==> src/rtl/uart_level_ctrl_if.sv <==
// Byte-stream and level/status bundle between the UART receiver side and
// the level frame controller.
interface uart_level_ctrl_if #(
  parameter int NUM_CH = 2
);
  logic [7:0]          rx_data;
  logic                rx_valid;
  logic                err_clr;
  logic [NUM_CH*8-1:0] level_out;
  logic [NUM_CH-1:0]   level_upd;
  logic                frame_err;
  logic [7:0]          err_cnt;
  logic                busy;

  modport master (
    output rx_data, rx_valid, err_clr,
    input  level_out, level_upd, frame_err, err_cnt, busy
  );

  modport slave (
    input  rx_data, rx_valid, err_clr,
    output level_out, level_upd, frame_err, err_cnt, busy
  );
endinterface

==> src/rtl/uart_level_ctrl.sv <==
// Parses SYNC/CH/LEVEL/CSUM frames from a received byte stream, updates
// per-channel level registers and counts rejected or timed-out frames.
module uart_level_ctrl #(
  parameter logic [7:0] SYNC_BYTE   = 8'hA5,
  parameter int         NUM_CH      = 2,
  parameter int         TIMEOUT_CYC = 20000
) (
  input  logic              clk,
  input  logic              rst,
  uart_level_ctrl_if.slave  bus
);

  localparam int              TW      = $clog2(TIMEOUT_CYC + 1);
  localparam logic [TW-1:0]   TO_LAST = TW'(TIMEOUT_CYC - 1);
  localparam logic [7:0]      CH_LIM  = 8'(NUM_CH);

  typedef enum logic [1:0] {S_IDLE, S_CH, S_LVL, S_CSUM} state_t;

  state_t          state_q, state_d;
  logic [7:0]      ch_q;
  logic [7:0]      lvl_q;
  logic [7:0]      csum_q;
  logic [TW-1:0]   to_q;
  logic [7:0]      level_q [NUM_CH];
  logic [NUM_CH-1:0] upd_q;
  logic            ferr_q;
  logic [7:0]      errcnt_q;

  logic frame_ok;
  logic frame_bad;
  logic timeout;
  logic err_event;

  // State register
  always_ff @(posedge clk or negedge rst) begin
    if (!rst) state_q <= S_IDLE;
    else      state_q <= state_d;
  end

  // Next state; a strobe always takes priority over timeout expiry
  always_comb begin
    state_d   = state_q;
    frame_ok  = 1'b0;
    frame_bad = 1'b0;
    timeout   = 1'b0;
    if (bus.rx_valid) begin
      case (state_q)
        S_IDLE: if (bus.rx_data == SYNC_BYTE) state_d = S_CH;
        S_CH:   state_d = S_LVL;
        S_LVL:  state_d = S_CSUM;
        S_CSUM: begin
          if ((bus.rx_data == csum_q) && (ch_q < CH_LIM)) frame_ok  = 1'b1;
          else                                           frame_bad = 1'b1;
          state_d = S_IDLE;
        end
        default: state_d = S_IDLE;
      endcase
    end else if ((state_q != S_IDLE) && (to_q == TO_LAST)) begin
      timeout = 1'b1;
      state_d = S_IDLE;
    end
  end

  // Outputs
  always_comb begin
    bus.busy      = (state_q != S_IDLE);
    bus.frame_err = ferr_q;
    bus.err_cnt   = errcnt_q;
    bus.level_upd = upd_q;
  end

  assign err_event = frame_bad | timeout;

  always_ff @(posedge clk or negedge rst) begin
    if (!rst) begin
      ch_q   <= '0;
      lvl_q  <= '0;
      csum_q <= '0;
      to_q   <= '0;
    end else begin
      if (bus.rx_valid || state_q == S_IDLE) to_q <= '0;
      else                                   to_q <= to_q + 1'b1;
      if (bus.rx_valid) begin
        case (state_q)
          S_IDLE: csum_q <= SYNC_BYTE;
          S_CH: begin
            ch_q   <= bus.rx_data;
            csum_q <= csum_q ^ bus.rx_data;
          end
          S_LVL: begin
            lvl_q  <= bus.rx_data;
            csum_q <= csum_q ^ bus.rx_data;
          end
          default: ;
        endcase
      end
    end
  end

  // Clear wins over a simultaneous error; the pulse is still emitted
  always_ff @(posedge clk or negedge rst) begin
    if (!rst) begin
      ferr_q   <= 1'b0;
      errcnt_q <= '0;
    end else begin
      ferr_q <= err_event;
      if (bus.err_clr)                         errcnt_q <= '0;
      else if (err_event && errcnt_q != 8'hFF) errcnt_q <= errcnt_q + 8'd1;
    end
  end

  for (genvar gi = 0; gi < NUM_CH; gi++) begin : g_ch
    logic hit;
    assign hit = frame_ok && (ch_q == 8'(gi));

    always_ff @(posedge clk or negedge rst) begin
      if (!rst) begin
        level_q[gi] <= '0;
        upd_q[gi]   <= 1'b0;
      end else begin
        upd_q[gi] <= hit;
        if (hit) level_q[gi] <= lvl_q;
      end
    end

    assign bus.level_out[gi*8 +: 8] = level_q[gi];
  end

endmodule

==> src/flat_wrapper.sv <==
// flat-port wrapper written by rule: the top's interface ports become plain ports
module uart_level_ctrl_flat 
#(
  parameter logic [7:0] SYNC_BYTE   = 8'hA5,
  parameter int         NUM_CH      = 2,
  parameter int         TIMEOUT_CYC = 20000
)
  (clk, rst, bus_rx_data, bus_rx_valid, bus_err_clr, bus_level_out, bus_level_upd, bus_frame_err, bus_err_cnt, bus_busy);
  uart_level_ctrl_if #(.NUM_CH(NUM_CH)) bus_i ();
  input  logic clk;
  input  logic rst;
  input wire logic [$bits(bus_i.rx_data)-1:0] bus_rx_data;
  input wire logic [$bits(bus_i.rx_valid)-1:0] bus_rx_valid;
  input wire logic [$bits(bus_i.err_clr)-1:0] bus_err_clr;
  output wire logic [$bits(bus_i.level_out)-1:0] bus_level_out;
  output wire logic [$bits(bus_i.level_upd)-1:0] bus_level_upd;
  output wire logic [$bits(bus_i.frame_err)-1:0] bus_frame_err;
  output wire logic [$bits(bus_i.err_cnt)-1:0] bus_err_cnt;
  output wire logic [$bits(bus_i.busy)-1:0] bus_busy;
  assign bus_i.rx_data = bus_rx_data;
  assign bus_i.rx_valid = bus_rx_valid;
  assign bus_i.err_clr = bus_err_clr;
  assign bus_level_out = bus_i.level_out;
  assign bus_level_upd = bus_i.level_upd;
  assign bus_frame_err = bus_i.frame_err;
  assign bus_err_cnt = bus_i.err_cnt;
  assign bus_busy = bus_i.busy;
  uart_level_ctrl #(.SYNC_BYTE(SYNC_BYTE), .NUM_CH(NUM_CH), .TIMEOUT_CYC(TIMEOUT_CYC)) u_core (.clk(clk), .rst(rst), .bus(bus_i));
endmodule
==> config.mk <==
export PLATFORM = sky130hd
export DESIGN_NAME = uart_level_ctrl_flat
export DESIGN_NICKNAME = d
export VERILOG_FILES = /design/src/rtl/uart_level_ctrl_if.sv /design/src/rtl/uart_level_ctrl.sv /design/src/flat_wrapper.sv
export SDC_FILE = /design/constraint.sdc
export NUM_CORES = 1
export LEC_CHECK = 0
export ABC_AREA = 1
export CORE_MARGIN = 5
export CORE_UTILIZATION = 35
export CTS_BUF_LIST = sky130_fd_sc_hd__clkbuf_4 sky130_fd_sc_hd__clkbuf_8
export CTS_CLUSTER_DIAMETER = 50
export DETAILED_ROUTE_END_ITERATION = 12
export HOLD_SLACK_MARGIN = 0.1
export SLEW_MARGIN = 10
export SYNTH_ARGS = -nofsm -noshare
export SYNTH_HDL_FRONTEND = slang
export SYNTH_SLANG_ARGS = --single-unit
==> constraint.sdc <==
create_clock -name clk -period 2.4 [get_ports clk]
set_clock_uncertainty 0.1 [all_clocks]
set_input_delay 0.24 -clock clk [delete_from_list [all_inputs] [get_ports clk]]
set_output_delay 0.24 -clock clk [all_outputs]
set_load 0.02 [all_outputs]
# ---- After elaboration in Yosys (flattened, before gate mapping)
# Cells that the tools add are included.
dict set report word_totals {
  elab_cells 58
  in_bits 12
  reg_bits 68
  output_inout_bits 28
}
dict set report op_classes {
  n_mux 16
  bitwise_logic 2
  n_reduce_logical 17
  n_eq_ne 9
  n_lt_le_gt_ge 1
  addsub 2
}
# operator count
set ops {}
lappend ops {{two-way mux 8 bit} 2}
lappend ops {{one-hot mux 8 bit (2 select lines)} 1}
lappend ops {{adder 15 x 1 -> 15 bit, second input constant} 1}
lappend ops {{== test 15 bit, second input constant} 1}
lappend ops {{two-way mux 15 bit} 1}
lappend ops {{adder 8 x 1 -> 8 bit, second input constant} 1}
lappend ops {{== test 8 x 1 -> 1 bit, second input constant} 1}
lappend ops {{== test 8 bit} 1}
lappend ops {{== test 8 bit, second input constant} 1}
lappend ops {{zero test 8 bit} 1}
lappend ops {{< comparator 8 x 2 -> 1 bit, second input constant} 1}
lappend ops {{two-way mux 1 bit} 8}
lappend ops {{inequality test 8 bit, second input constant} 1}
lappend ops {{one-hot mux 2 bit (4 select lines)} 1}
lappend ops {{AND reduction 2 bit} 4}
lappend ops {{nonzero test 2 bit} 4}
lappend ops {{bitwise XOR 8 bit} 1}
lappend ops {{two-way mux 2 bit} 3}
lappend ops {{logical AND 1 bit} 5}
lappend ops {{== test 2 bit, second input constant} 2}
lappend ops {{inequality test 3 x 2 -> 1 bit, second input constant} 1}
lappend ops {{== test 2 x 1 -> 1 bit, second input constant} 1}
lappend ops {{zero test 2 bit} 1}
lappend ops {{OR reduction 2 bit} 1}
lappend ops {{2 further kinds} 2}

# ---- Depth between registers and ports, before layout
# Gate-level depths: netlist of run 1.
dict set report depth {
  depth_word 9
  depth_mapped 10
  ltp_nobuf 10
}

# ---- Worst setup path after synthesis of run 1
# No wires, ideal clock.
dict set report synth_timing {
  path_type {flip-flop to flip-flop}
  from {reg u_core.errcnt_q[0], in the netlist u_core.bus.err_cnt[0]}
  to {reg u_core.errcnt_q[2], in the netlist u_core.bus.err_cnt[2]}
  path_stages_with_launch 9
  path_buffers 0
  required_ns 2.182
  path_slack_ns 0.671
  period_less_slack_ns 1.729
  arrival_ns 1.512
  setup_time_ns 0.118
  cell_sequence {dfrtp_1 > ha_1 > nand2_1 > nor3_1 > nand3_1 > nand4_4 > nand2_4 > nand2_1 > nand2_1}
}
dict set report synth_between {
  elab_chain_cells 3
  word_cells_on_any_way 6
  classes_between {add/sub: 1; eq/ne: 1; mux: 2; reduce/logical: 2}
}
# element line_no
set synth_lines {}
lappend synth_lines {{from (decl)} uart_level_ctrl.sv:27} ;# logic [7:0] errcnt_q;
lappend synth_lines {{from (signal assigned)} uart_level_ctrl.sv:108} ;# else if (err_event && errcnt_q != 8'hFF) errcnt_q <= errcnt_q + 8'd1;
lappend synth_lines {{adder 8 x 1 -> 8 bit or inequality test 8 bit (tied branches)} uart_level_ctrl.sv:108}
lappend synth_lines {{two-way mux 8 bit or logical AND 1 bit (tied branches)} uart_level_ctrl.sv:108}
lappend synth_lines {{two-way mux 8 bit or nonzero test 2 bit (tied branches)} n/a}
# Several ways; a longest one is shown, not always the timed one. The select of a mux whose other input is x is not followed.
# A chain may end at the register's enable or synchronous reset.

# ---- Final worst setup path of run 1
dict set report layout_timing {
  from {reg u_core.state_q[0]}
  to {out bus_busy}
}
dict set report layout_between {
  elab_chain_cells 1
}
# element line_no
set layout_lines {}
lappend layout_lines {{from (decl)} uart_level_ctrl.sv:19} ;# state_t state_q, state_d;
lappend layout_lines {{from (signal assigned)} uart_level_ctrl.sv:37} ;# else state_q <= state_d;
lappend layout_lines {{nonzero test 2 bit} uart_level_ctrl.sv:66} ;# bus.busy = (state_q != S_IDLE);
lappend layout_lines {{to (decl)} flat_wrapper.sv:19} ;# output wire logic [$bits(bus_i.busy)-1:0] bus_busy;
# No other way between the ends.

==> flow_summary.toml, run 1 <==
[yosys]
ys_warn_count = 0
syn_avg_cell_area_um2 = 8.73
syn_inst = 372
seq_area_frac_synth_pct = 52.4
ys_ff_latch = 68
synth_cell_types = 33
synth_fp_nets = 390
synth_area_um2 = 3250

[worst_setup_path]
rrSetupSlack_ns = 0.51
max_stage_delay_ns = 0.60
reg2reg_depth = 9
worstSetupPathType = "reg -> out"
start_kind = "register"
crit_chain = "inv_1 -> ha_1 -> inv_1 -> clkdlybuf4s50_1"
cpMostUsedCell = "inv_1"
r2r_end = "u_core.bus.err_cnt[3]"
crit_end = "bus_busy"
r2r_start = "u_core.state_q[0]"
crit_arrival_ns = 1.80
crit_fanout = 5
cp.required_ns = 2.06
critPathLaunch = "u_core.state_q[0]"
crit_slowest_cell = "clkdlybuf4s50_1"
worst_setup_path_end_kind = "output pin"

[place]
portBuffers = 39
gp_congestion = 0.779
pre_cts_ws_ns = 0.310
place_inst = 519
hpwlAfterDp_um = 4940

[clock_tree]
htreeDepth = 3
cts_sinks = 68
numCtsBuffers = 9
cts_root_buffer = "clkbuf_8"
cts_buffer_depth = 2
post_cts_buffers = 0
clk_pin_slew_ns = 0.08
clock_latency_ns = 0.34
tritoncts = "done"

[layout]
drive_gt1_share_pct = 13.9
fin_util_pct = 43.5
nets = 438
areaGrowthSynthToFinish_pct = 22.5
final_cells = 536
diodes = 0
layout_commonest_cell = "nand2_1"
mostFrequentLayoutCells = "nand2_1 (94), dfrtp_1 (68), inv_1 (46)"

[timing]
post-route-period-util_pct = 89.2
layout_setup_ws_ns = 0.260
slew_headroom_pct = 59.8
min_period_ns = 2.14
slew_viol_final = 0
finalHoldViolCount = 0
finalSetupViolCount = 0
fmax_ghz = 0.467
fin_tns_setup_ns = 0
rsz0062_at_grt = "false"
worstMarginPinSlew_ns = 0.604

[floorplan]
fp.dieH_um = 106
io_pins = 40
die_w_um = 106
rows = 35
initial_core_util_pct = 35.5
fp.coreArea_um2 = 9150
dieArea_um2 = 11300

[power]
power_frac_seq_pct = 46.4
ir_worst_vdd_mv = 0.399
p_sw_mw = 1.11
clock_power_share_pct = 28.7
power.density_nw_per_um2 = 818
intPower_mw = 2.14
p_sw_share_pct = 34.1
p_leak_nw = 1.90
combPwrFrac_pct = 24.9
p_total_mw = 3.26

[global_route]
gr-total-overflow = 0
grt_usage_pct = 12.8
grt_pass1_vias = 2516
grt_antenna_before_repair = 0
grt_first_pass_wirelength_um = 11600
grt_max_degree = 45

[run_status]
outcome = "complete, no violations"

[detailed_routing]
wl_per_cell_um = 12.7
drt_wl_total_um = 6810
drc = 0
drtAntennaViolNets = 0
dr_total_vias = 2507
dr.pass1.iters = 4
vias_per_cell = 4.68
drt_iter0_drc = 106

[job]
cap_viol_max_count = 0

[hold_path]
hp-class = "in -> async"
[per-layer routing]
layer / wire length [um] / GRT usage, % / share of wire (%)
met5: 0 / 0 / 0
met4: 83 / 3.89 / 1.2
met3: 391 / 4.37 / 5.7
met2: 3130 / 20.5 / 46
met1: 3200 / 16.2 / 47
[sequential cells by signal, summed over array words and instances, names as in the netlist]
name	cells
u_core.bus.err_cnt	8
u_core.bus.frame_err	1
u_core.bus.level_out	16
u_core.bus.level_upd	2
u_core.ch_q	8
u_core.csum_q	8
u_core.lvl_q	8
u_core.state_q	2
u_core.to_q	15
[cell families (layout without fill, tap and decap cells)]
logic type / Yosys count / in the layout / share of synthesized area (%)
XOR/XNOR: 6 / 6 / 1.62
AO/OA/AOI/OAI: 63 / 63 / 12.2
adder cells (fa/ha/maj): 6 / 6 / 2.31
AND/OR/NAND/NOR: 169 / 169 / 24.0
flip-flops: 68 / 68 / 52.4
buffers and inverters: 60 / 113 / 7.40
[cell usage after synthesis]
library cell / number / area [um^2]
xnor2_1: 1 / 8.76
dfrtp_1: 68 / 1700
nand2_2: 6 / 37.5
a2bb2oi_1: 1 / 8.76
inv_1: 46 / 173
xor2_1: 5 / 43.8
o21ai_2: 16 / 140
a31oi_1: 1 / 6.26
nand2_4: 1 / 11.3
nor2_2: 1 / 6.26
buf_6: 2 / 22.5
o21ai_1: 1 / 5.00
inv_2: 7 / 26.3
nor3_1: 6 / 30.0
nor4_1: 1 / 6.26
o22ai_1: 2 / 12.5
ha_1: 6 / 75.1
nor3b_1: 1 / 7.51
a21oi_1: 8 / 40.0
clkbuf_1: 4 / 15.0
nor3_2: 2 / 20.0
a22o_1: 1 / 8.76
clkinv_1: 1 / 3.75
nand4_4: 1 / 21.3
and3_2: 1 / 7.51
o21ai_0: 29 / 145
nor2_1: 32 / 120
nand4_1: 4 / 25.0
nand3b_4: 2 / 40.0
a22oi_1: 4 / 30.0
nand3_2: 2 / 20.0
nand2_1: 94 / 353
nand3_1: 15 / 75.1
[through the flow]
step / area, um^2 / hold WS [ns]
final: 3980 / 0.342
after global routing: 3980 / 0.396
after CTS: 3980 / 0.346
after detailed placement: 3770 / 0.185
after global placement: 3770 / 0.178
after floorplan: 3250 / -0.156
[how the worst min path moves through the flow]
| stage | from | endpoint | depth (start not counted) |
|---|---|---|---|
| finish | rst | u_core.bus.level_upd[1] | 2 |
| CTS | rst | u_core.bus.level_upd[1] | 2 |
| floorplan | rst | u_core.bus.err_cnt[0] | 0 |
| global placement | rst | u_core.bus.level_upd[0] | 1 |
| global route | rst | u_core.bus.level_upd[1] | 2 |
| detailed placement | rst | u_core.bus.level_upd[1] | 1 |
[area by class of cell]
class	instances	area (um^2)
clock buffer	9	124
clock inverter	7	75.1
fill	903	5170
inverter	54	203
multi-input combinational	244	1310
sequential	68	1700
tap	111	139
timing repair buffer	43	430
[power by group through the flow]
stage / registers, mW / logic, mW / clock network, mW
after floorplan: 1.51 / 0.574 / 0
after global placement: 1.52 / 0.800 / 0
after detailed placement: 1.53 / 0.817 / 0
after CTS: 1.51 / 0.823 / 0.975
after global routing: 1.54 / 0.941 / 1.02
final: 1.51 / 0.811 / 0.936
[timing repair]
| item | in CTS | in global routing |
|---|---|---|
| endpoints found under the hold margin | 24 | 0 |
| hold buffers | 1 | 0 |
| gates resized for setup | 0 | 0 |
[worst max-delay path: cells and delay by family (launching register included)]
family | cells | cell delay (ns)
buffers and inverters | 3 | 0.76
adder cells (fa/ha/maj) | 1 | 0.28
flip-flops | 1 | 0.41
(Power assumes the default switching activity.)
==> run 2, diff against run 1 <==
==> constraint.sdc (replaced) <==
create_clock -name clk -period 2.64 [get_ports clk]
set_clock_uncertainty 0.1 [all_clocks]
set_input_delay 0.264 -clock clk [delete_from_list [all_inputs] [get_ports clk]]
set_output_delay 0.264 -clock clk [all_outputs]
set_load 0.02 [all_outputs]
==> run 2 against run 1 <==
Setup slack gained 0.26 ns. Via count grew 1.0%. Flip-flop and latch count is the same. Largest power group unchanged. Highest routed layer unchanged.
==> flow_summary.toml, run 2 (synthesized netlist as in run 1, its figures left out) <==
[run_status]
outcome = "complete, no violations"

[place]
place_inst = 519
dpl_cell_area_um2 = 3770
pre_cts_ws_ns = 0.495
portBuffers = 39
hpwlAfterDp_um = 4860
gp_congestion = 0.795

[power]
p_leak_nw = 1.94
power.density_nw_per_um2 = 798
p_total_mw = 3.23
ir_worst_vdd_mv = 0.553

[timing]
fmax_ghz = 0.471
layout_setup_ws_ns = 0.519
min_period_ns = 2.12
post-route-period-util_pct = 80.4
slew_viol_final = 0
worstMarginPinSlew_ns = 0.614
finalHoldViolCount = 0
slew_headroom_pct = 59.1
fin_tns_setup_ns = 0
finalSetupViolCount = 0
fin_hold_ws_ns = 0.360
rsz0062_at_grt = "false"

[worst_setup_path]
worstSetupPathType = "reg -> out"
cpLargestDelayFamily = "buffers and inverters"
max_stage_delay_ns = 0.61
crit_chain = "inv_1 -> ha_1 -> inv_1 -> clkdlybuf4s50_1"
crit_arrival_ns = 1.76
path_buf_inv = 3
crit_slowest_cell = "clkdlybuf4s50_1"
cpMostUsedCell = "inv_1"
cp.required_ns = 2.28
start_kind = "register"
worst_setup_path_end_kind = "output pin"
r2r_start = "u_core.state_q[0]"
critPathLaunch = "u_core.state_q[0]"
crit_fanout = 5

[layout]
nets = 438
layout_commonest_cell = "nand2_1"
mostFrequentLayoutCells = "nand2_1 (94), dfrtp_1 (68), inv_1 (46)"
largest_reg_flops = 16
fin_util_pct = 44.2
final_cells = 536
areaGrowthSynthToFinish_pct = 24.6
drive_gt1_share_pct = 13.9
stdcell_area_um2 = 4050
diodes = 0

[floorplan]
fp.dieH_um = 106
initial_core_util_pct = 35.5
rows = 35
dieArea_um2 = 11300
io_pins = 40
fp.coreArea_um2 = 9150
die_w_um = 106

[global_route]
grt_usage_pct = 12.6
gr-total-overflow = 0
grt_pass1_vias = 2447
grt_first_pass_wirelength_um = 11400
grt_antenna_before_repair = 0
grt_max_degree = 44

[clock_tree]
numCtsBuffers = 9
tritoncts = "done"
cts_sinks = 68
cts-resized-gates = 0
cts_root_buffer = "clkbuf_8"
htreeDepth = 3
cts_buffer_depth = 2
clk_pin_slew_ns = 0.07
clock_latency_ns = 0.34

[detailed_routing]
drtAntennaViolNets = 0
drt_wl_total_um = 6640
drc = 0
wl_per_cell_um = 12.4
dr_total_vias = 2533
vias_per_cell = 4.73
dr.pass1.iters = 4
drt_iter0_drc = 99

[hold_path]
hp-class = "in -> async"

[job]
cap_viol_max_count = 0
## run 2: cell types whose count changed in the layout (fill, tap and decap cells not counted)
cell and delta:
bufinv_16 +3, clkbuf_4 +1, clkinv_2 -1, clkinvlp_4 -2, inv_6 -1
## run 2: repair_timing
action | 4_1_cts | 5_1_grt
hold buffers | 1 | 0
setup buffers | 0 | 0
hold endpoints to repair | 25 | 0
## run 2: worst paths after layout
| check | cells past startpoint | endpoint | slack (ns) |
|---|---|---|---|
| setup / recovery | 4 | bus_busy | 0.52 |
| min in group clk | 1 | u_core.to_q[0] | 0.37 |
| setup reg to reg | 9 | u_core.bus.err_cnt[1] | 0.79 |
| hold / removal | 2 | u_core.bus.level_upd[0] | 0.36 |
| max in group asynchronous | 3 | u_core.csum_q[0] | 1.44 |
| hold reg to reg | 1 | u_core.to_q[0] | 0.37 |
## run 2: cell type report
type,instances,area (um^2)
inverter,54,203
clock inverter,6,136
sequential,68,1700
clock buffer,10,131
tap,111,139
fill,880,5110
multi-input combinational,244,1310
timing repair buffer,43,430
## run 2: routing by layer
layer | vias to the layer above | part of all wire, % | track usage (%)
met1 | 1180 | 48 | 16.0
met2 | 54 | 44 | 19.7
met3 | 10 | 6.2 | 4.55
met4 | 0 | 1.4 | 4.26
li1 | 1289 | - | -
met5 | - | 0 | 0
## run 2: report_power, final
| group | switching [mW] | internal [mW] | total, mW |
|---|---|---|---|
| clock network | 0.395 | 0.735 | 1.13 |
| registers | 0.128 | 1.24 | 1.37 |
| logic | 0.459 | 0.267 | 0.726 |
| total | 0.982 | 2.25 | 3.23 |
